File: config.mk
export PLATFORM = sky130hd
export DESIGN_NAME = switch_arbiter_flat
export DESIGN_NICKNAME = d
export VERILOG_FILES = /design/src/rtl/switch_arbiter_if.sv /design/src/rtl/switch_arbiter.sv /design/src/flat_wrapper.sv
export SDC_FILE = /design/constraint.sdc
export NUM_CORES = 1
export LEC_CHECK = 0
export ABC_AREA = 0
export CAP_MARGIN = 20
export CORE_MARGIN = 8
export CORE_UTILIZATION = 40
export DETAILED_ROUTE_END_ITERATION = 7
export PLACE_DENSITY = 0.6
export SLEW_MARGIN = 10
export SYNTH_ARGS = -nofsm -noshare
export SYNTH_HDL_FRONTEND = slang
export SYNTH_SLANG_ARGS = --single-unit
File: constraint.sdc
create_clock -name clk -period 4.7 [get_ports clk]
set_input_delay 1.175 -clock clk [delete_from_list [all_inputs] [get_ports clk]]
set_output_delay 1.175 -clock clk [all_outputs]
set_load 0.005 [all_outputs]
File: src/rtl/switch_arbiter_if.sv
// Request/grant bundle between the input-port queues, switch_arbiter and switch_fabric.
// The requester side is master; the arbiter is slave.
interface switch_arbiter_if #(
    parameter int N_PORTS = 8,
    parameter int ADDR_W  = 4
);
    logic [N_PORTS-1:0] req;
    logic [ADDR_W-1:0]  addr [N_PORTS-1:0];
    logic [N_PORTS-1:0] last;
    logic [N_PORTS-1:0] grant;
    logic [N_PORTS-1:0] busy;
    logic [N_PORTS-1:0] err;

    modport master (output req, addr, last, input grant, busy, err);
    modport slave  (input req, addr, last, output grant, busy, err);
endinterface

File: src/rtl/switch_arbiter.sv
// Per-output round-robin arbiter. It holds each connection until the last beat or
// an abort, and re-arbitrates the freed output on the same edge.
module switch_arbiter #(
    parameter int N_PORTS = 8,
    parameter int ADDR_W  = 4
) (
    input  logic            clk,
    input  logic            rst_n,
    switch_arbiter_if.slave bus
);
    localparam int          IDXW     = $clog2(N_PORTS);
    localparam logic [31:0] NPORTS_U = 32'(N_PORTS);

    typedef logic [IDXW-1:0] idx_t;
    typedef enum logic {IDLE, HELD} state_e;

    state_e             state_q [N_PORTS];
    state_e             state_d [N_PORTS];
    idx_t               owner_q [N_PORTS];
    idx_t               owner_d [N_PORTS];
    idx_t               ptr_q   [N_PORTS];
    idx_t               ptr_d   [N_PORTS];
    logic [ADDR_W-1:0]  addr_seen_q [N_PORTS];
    logic [ADDR_W-1:0]  addr_seen_d [N_PORTS];
    logic [N_PORTS-1:0] grant_q, grant_d;
    logic [N_PORTS-1:0] busy_q, busy_d;
    logic [N_PORTS-1:0] err_q, err_d;
    logic [N_PORTS-1:0] flagged_q, flagged_d;
    logic [N_PORTS-1:0] addr_ok, release_c, elig;
    logic               found;
    idx_t               cand;

    always_comb begin
        addr_ok   = '0;
        release_c = '0;
        elig      = '0;
        flagged_d = '0;
        err_d     = '0;
        grant_d   = '0;
        busy_d    = '0;
        found     = 1'b0;
        cand      = '0;
        for (int unsigned i = 0; i < N_PORTS; i++) begin
            addr_ok[i]     = (32'(bus.addr[i]) < NPORTS_U);
            release_c[i]   = grant_q[i] & (~bus.req[i] | bus.last[i]);
            // A releasing input may re-enter arbitration on the edge that frees it.
            elig[i]        = bus.req[i] & addr_ok[i] & (~grant_q[i] | release_c[i]);
            flagged_d[i]   = bus.req[i] & ~addr_ok[i];
            addr_seen_d[i] = bus.addr[i];
            err_d[i]       = flagged_d[i] & ~(flagged_q[i] & (addr_seen_q[i] == bus.addr[i]));
        end
        for (int unsigned o = 0; o < N_PORTS; o++) begin
            state_d[o] = state_q[o];
            owner_d[o] = owner_q[o];
            ptr_d[o]   = ptr_q[o];
            if (state_q[o] == HELD && release_c[owner_q[o]])
                state_d[o] = IDLE;
            if (state_d[o] == IDLE) begin
                found = 1'b0;
                for (int unsigned k = 0; k < N_PORTS; k++) begin
                    cand = ptr_q[o] + idx_t'(k);
                    if (!found && elig[cand] && bus.addr[cand][IDXW-1:0] == idx_t'(o)) begin
                        found      = 1'b1;
                        state_d[o] = HELD;
                        owner_d[o] = cand;
                        ptr_d[o]   = cand + idx_t'(1);
                    end
                end
            end
            if (state_d[o] == HELD) begin
                busy_d[o]          = 1'b1;
                grant_d[owner_d[o]] = 1'b1;
            end
        end
    end

    always_ff @(posedge clk or negedge rst_n) begin
        if (!rst_n) begin
            state_q     <= '{default: IDLE};
            owner_q     <= '{default: '0};
            ptr_q       <= '{default: '0};
            addr_seen_q <= '{default: '0};
            grant_q     <= '0;
            busy_q      <= '0;
            err_q       <= '0;
            flagged_q   <= '0;
        end else begin
            state_q     <= state_d;
            owner_q     <= owner_d;
            ptr_q       <= ptr_d;
            addr_seen_q <= addr_seen_d;
            grant_q     <= grant_d;
            busy_q      <= busy_d;
            err_q       <= err_d;
            flagged_q   <= flagged_d;
        end
    end

    assign bus.grant = grant_q;
    assign bus.busy  = busy_q;
    assign bus.err   = err_q;
endmodule

File: src/flat_wrapper.sv
// flat-port wrapper written by rule: the top's interface ports become plain ports
module switch_arbiter_flat 
#(
    parameter int N_PORTS = 8,
    parameter int ADDR_W  = 4
)
  (clk, rst_n, bus_req, bus_addr, bus_last, bus_grant, bus_busy, bus_err);
  switch_arbiter_if #(.N_PORTS(N_PORTS), .ADDR_W(ADDR_W)) bus_i ();
  input  logic clk;
  input  logic rst_n;
  input wire logic [$bits(bus_i.req)-1:0] bus_req;
  input wire logic [$bits(bus_i.addr)-1:0] bus_addr;
  input wire logic [$bits(bus_i.last)-1:0] bus_last;
  output wire logic [$bits(bus_i.grant)-1:0] bus_grant;
  output wire logic [$bits(bus_i.busy)-1:0] bus_busy;
  output wire logic [$bits(bus_i.err)-1:0] bus_err;
  assign bus_i.req = bus_req;
  assign bus_i.addr = {>>{bus_addr}};
  assign bus_i.last = bus_last;
  assign bus_grant = bus_i.grant;
  assign bus_busy = bus_i.busy;
  assign bus_err = bus_i.err;
  switch_arbiter #(.N_PORTS(N_PORTS), .ADDR_W(ADDR_W)) u_core (.clk(clk), .rst_n(rst_n), .bus(bus_i));
endmodule
==> impl_metrics.tcl <==
set metrics [dict create \
    number_of_buffers_added_by_the_clock_tree_synthesis_step 9 \
    critical-path-top-cell-by-count "sky130_fd_sc_hd__buf_4" \
    final_common_cell "sky130_fd_sc_hd__buf_4" \
    cap_violations 0 \
    final_cells 3367 \
    average_wire_per_standard_cell_um 24.4 \
    wire_length_on_met1_um 34200 \
    yosys.cell_types.count 111 \
    placedCellCount 3314 \
    port-buffer-count 73 \
    largest_incremental_delay_on_the_critical_path_ps 530 \
    num_rows 75 \
    htree_num_levels 3 \
    top_level_ports 74 \
    crit_path_max_fanout 7 \
    pin_count_of_the_biggest_net_entering_global_routing 72 \
    syn_to_final_growth_pct 48.0 \
    design.core.area_mm2 0.0419 \
    fillerInstances 3746 \
    design.die.area_mm2 0.0494 \
    final_area_mm2 0.0252 \
    power-per-cell-area_mw_per_mm2 721 \
    postSynth.asyncResetShare_pct 100 \
    overall_global_routing_resource_usage_pct 32.0 \
    slew_headroom_pct 31.2 \
    setup.worst_path.class "primary input to register" \
    highest-signal-layer "met5" \
    synth-seq-cells 112 \
    grt.overflow.total 0 \
    cts-hold-fix-buffers 0 \
    worstSkewPairLatency_ps 420 \
    final-seq-area_mm2 0.00280 \
    max_slew.worst_pin.slew_ps 1020 \
    power_leakage_nw 10.9 \
    cts_root_buffer "sky130_fd_sc_hd__clkbuf_16" \
    placed_cell_area_mm2 0.0235 \
    dieHeight_um 222 \
    path_clk_slew_ps 90 \
    routed_wirelength_um 82300 \
    setup_viol 0 \
    remaining_drc_errors 0 \
    number_of_sinks_handled_by_clock_tree_synthesis 112 \
    end_kind "register" \
    final_min_period_over_clock_period_pct 99.7 \
    hold_path.class "register to register" \
    max-clock-path-buffers 2 \
    final.min_clock_period_ps 4690 \
    dr.first_iter.drc_count 2361 \
    synth_enable_flop_cells 0 \
    layout-drive-gt1-share_pct 41.1 \
    layout_nets 2904 \
    grt_pass1_vias 20661 \
    final_core_util_pct 60.0 \
    gpl.final_weighted_congestion 1.01 \
    synth_ff_type "sky130_fd_sc_hd__dfrtp_1" \
    syn_area_mm2 0.0170 \
    post_drt_via_cell_ratio 6.33 \
    overall_via_count_from_detail_route 21304 \
    critical_path.slowest_cell "sky130_fd_sc_hd__or4_1" \
    dieWidth_um 222 \
    n_antenna_cell 0 \
    timing.final.max_slew_violations 0 \
    antenna_found_initial 1 \
    synth_fp_nets 2166 \
    yosysWarningCount 0 \
    multiInputGateArea_mm2 0.0144 \
    first_pass_grt_wire_length_um 124000 \
    most-common-layout-cells "sky130_fd_sc_hd__buf_4 (756), sky130_fd_sc_hd__nand2_1 (185), sky130_fd_sc_hd__nor2_1 (153), sky130_fd_sc_hd__dfrtp_1 (112), sky130_fd_sc_hd__mux4_2 (103)" \
    result_of_the_run "completed" \
    route.met3.wl_um 7350 \
    cp_cell_sequence "clkdlybuf4s15_1 -> buf_4 -> nand2b_1 -> or4_4 -> mux2_4 -> mux4_2 -> buf_4 -> nand3_4 -> or2_4 -> o22a_4 -> a31oi_4 -> a311oi_4 -> nand3b_1 -> o311ai_2 -> or4_1" \
    grt_setup_unrepaired "yes" \
    tritoncts_clock_tree "yes" \
    timing_hold_violations_final 0 \
    fin_worst_hold_slack_ps 573 \
    critical_path.n_buffers_inverters 3 \
    syn_area_per_cell_um2 8.16 \
    met2_length_um 37200 \
    drt_pre_antenna_iters 5 \
    timing.critical_path.max_delay_family "simple AND/OR/NAND/NOR gates" \
    worst_setup_path_start_kind "primary input" \
    final.setup.tns_ps 0 \
    post_route_antenna_net_violation_count 0 \
    worst-endpoint-arrival_ps 4980 \
    synth.yosys.seq_area_share_pct 16.5 \
    initial_core_util_pct 40.5 \
    worst_vdd_rail_ir_drop_v 0.000556 \
    worst-endpoint-required_ps 5000 \
    synthCells 2085 \
    timing.clock.skew_ps 10.9 \
    place.detailed.hpwl_um 66300 \
    achievable-frequency_mhz 213 \
]
metrics by stage:
stage / total power, mW / worst slack, ps
after CTS: 17.2 / 2.10
after global placement: 15.8 / -952
final: 18.1 / 12.2
after floorplan: 9.54 / 106
after global routing: 19.2 / -76.0
after detailed placement: 15.8 / -975
cell usage after synthesis (13+ instances only):
master / count / area share, %
sky130_fd_sc_hd__nand2_1: 190 / 4.2
sky130_fd_sc_hd__nor2_1: 161 / 3.6
sky130_fd_sc_hd__dfrtp_1: 112 / 16
sky130_fd_sc_hd__mux4_2: 103 / 14
sky130_fd_sc_hd__o21ai_0: 100 / 2.9
sky130_fd_sc_hd__a21oi_1: 86 / 2.5
sky130_fd_sc_hd__nand3_1: 82 / 2.4
sky130_fd_sc_hd__mux2i_1: 73 / 4.3
sky130_fd_sc_hd__clkbuf_1: 72 / 1.6
sky130_fd_sc_hd__inv_1: 57 / 1.3
sky130_fd_sc_hd__nand2b_1: 56 / 2.1
sky130_fd_sc_hd__nor3_1: 55 / 1.6
sky130_fd_sc_hd__nand4_1: 52 / 1.9
sky130_fd_sc_hd__nor4_1: 52 / 1.9
sky130_fd_sc_hd__xnor2_1: 49 / 2.5
sky130_fd_sc_hd__nor2b_1: 43 / 1.6
sky130_fd_sc_hd__xor2_1: 33 / 1.7
sky130_fd_sc_hd__o22ai_1: 32 / 1.2
sky130_fd_sc_hd__and2_1: 31 / 1.1
sky130_fd_sc_hd__ha_1: 31 / 2.3
sky130_fd_sc_hd__a211oi_1: 30 / 1.3
sky130_fd_sc_hd__buf_2: 30 / 0.88
sky130_fd_sc_hd__or4_1: 27 / 1.2
sky130_fd_sc_hd__a31oi_1: 24 / 0.88
sky130_fd_sc_hd__mux2_2: 24 / 1.6
sky130_fd_sc_hd__and3_1: 23 / 0.85
sky130_fd_sc_hd__and4_1: 21 / 1.1
sky130_fd_sc_hd__o211ai_1: 20 / 0.88
sky130_fd_sc_hd__o21a_1: 17 / 0.75
sky130_fd_sc_hd__or3_1: 17 / 0.63
sky130_fd_sc_hd__a22o_1: 16 / 0.82
sky130_fd_sc_hd__a21o_1: 14 / 0.62
sky130_fd_sc_hd__a22oi_1: 14 / 0.62
sky130_fd_sc_hd__a221oi_1: 13 / 0.67
sky130_fd_sc_hd__o31ai_1: 13 / 0.57
sky130_fd_sc_hd__or2_2: 13 / 0.48
cell families (layout without fill, tap and decap cells):
group / Yosys count / in the layout / share of synthesized area, %
xor+xnor: 82 / 82 / 4.22
fa+ha+maj: 31 / 31 / 2.28
mux: 206 / 206 / 20.0
flops: 112 / 112 / 16.5
buf+inv: 204 / 947 / 5.07
compound gates: 563 / 563 / 24.1
simple gates: 887 / 887 / 27.8
where the power goes:
| group | total (mW) | internal, mW | switching, mW |
|---|---|---|---|
| Combinational | 15.3 | 7.12 | 8.22 |
| Sequential | 1.89 | 1.31 | 0.572 |
| Clock | 0.917 | 0.432 | 0.486 |
| Total | 18.1 | 8.86 | 9.28 |
final cells by class:
cell class / instances / share of cell area, %
clock buffer: 9 / 0.895
clock inverter: 7 / 0.398
inverter: 78 / 1.16
multi-input combinational: 1769 / 57.1
sequential: 112 / 11.1
tap: 539 / 2.68
timing repair buffer: 853 / 26.6
worst reg2reg max path, cell delays in order (launching register included):
cell and delay (ps):
sky130_fd_sc_hd__dfrtp_1 490, sky130_fd_sc_hd__buf_4 250, sky130_fd_sc_hd__or4_1 470, sky130_fd_sc_hd__nor3_4 190, sky130_fd_sc_hd__buf_4 180, sky130_fd_sc_hd__a211oi_1 50
sky130_fd_sc_hd__mux4_2 500, sky130_fd_sc_hd__o21a_1 190, sky130_fd_sc_hd__o21ai_0 230, sky130_fd_sc_hd__a2111oi_2 110, sky130_fd_sc_hd__buf_4 150, sky130_fd_sc_hd__a2111oi_4 300
sky130_fd_sc_hd__buf_4 190, sky130_fd_sc_hd__inv_2 50, sky130_fd_sc_hd__nand4_1 100, sky130_fd_sc_hd__o311ai_2 120, sky130_fd_sc_hd__or4_1 530
path summary, 6_finish.rpt:
check                                                end                        startpoint  depth (start not counted)  slack (ps)
max                        u_core.bus.grant[1]$_DFF_PN0_                      bus_addr[20]                         15          10
min                          u_core.bus.err[0]$_DFF_PN0_  u_core.addr_seen_q[31]$_DFF_PN0_                          2         570
max reg2reg                u_core.bus.grant[1]$_DFF_PN0_      u_core.ptr_q[21]$_DFFE_PN0P_                         16         480
min reg2reg                  u_core.bus.err[0]$_DFF_PN0_  u_core.addr_seen_q[31]$_DFF_PN0_                          2         570
max in group asynchronous    u_core.ptr_q[3]$_DFFE_PN0P_                             rst_n                          2        2980
min in group asynchronous   u_core.ptr_q[14]$_DFFE_PN0P_                             rst_n                          1         800
routing by layer:
layer	vias to the layer above	GRT usage, %
li1	9600	-
met1	10456	41.8
met2	1039	51.1
met3	207	6.85
met4	2	13.0
met5	-	0
state kept, by name (all words and copies together), names as in the netlist:
name	count
u_core.ptr_q	24
u_core.bus.grant	8
u_core.owner_q	24
u_core.addr_seen_q	32
u_core.bus.err	8
u_core.bus.busy	8
u_core.flagged_q	8
what timing repair did:
| item | in CTS | in global routing |
|---|---|---|
| cloned | 0 | 2 |
| buffers inserted | 15 | 20 |
| setup endpoints to repair | 11 | 9 |
| gates resized for setup | 123 | 177 |
| pin swaps | 26 | 43 |
Note: power is estimated with default switching activity, not from simulation.
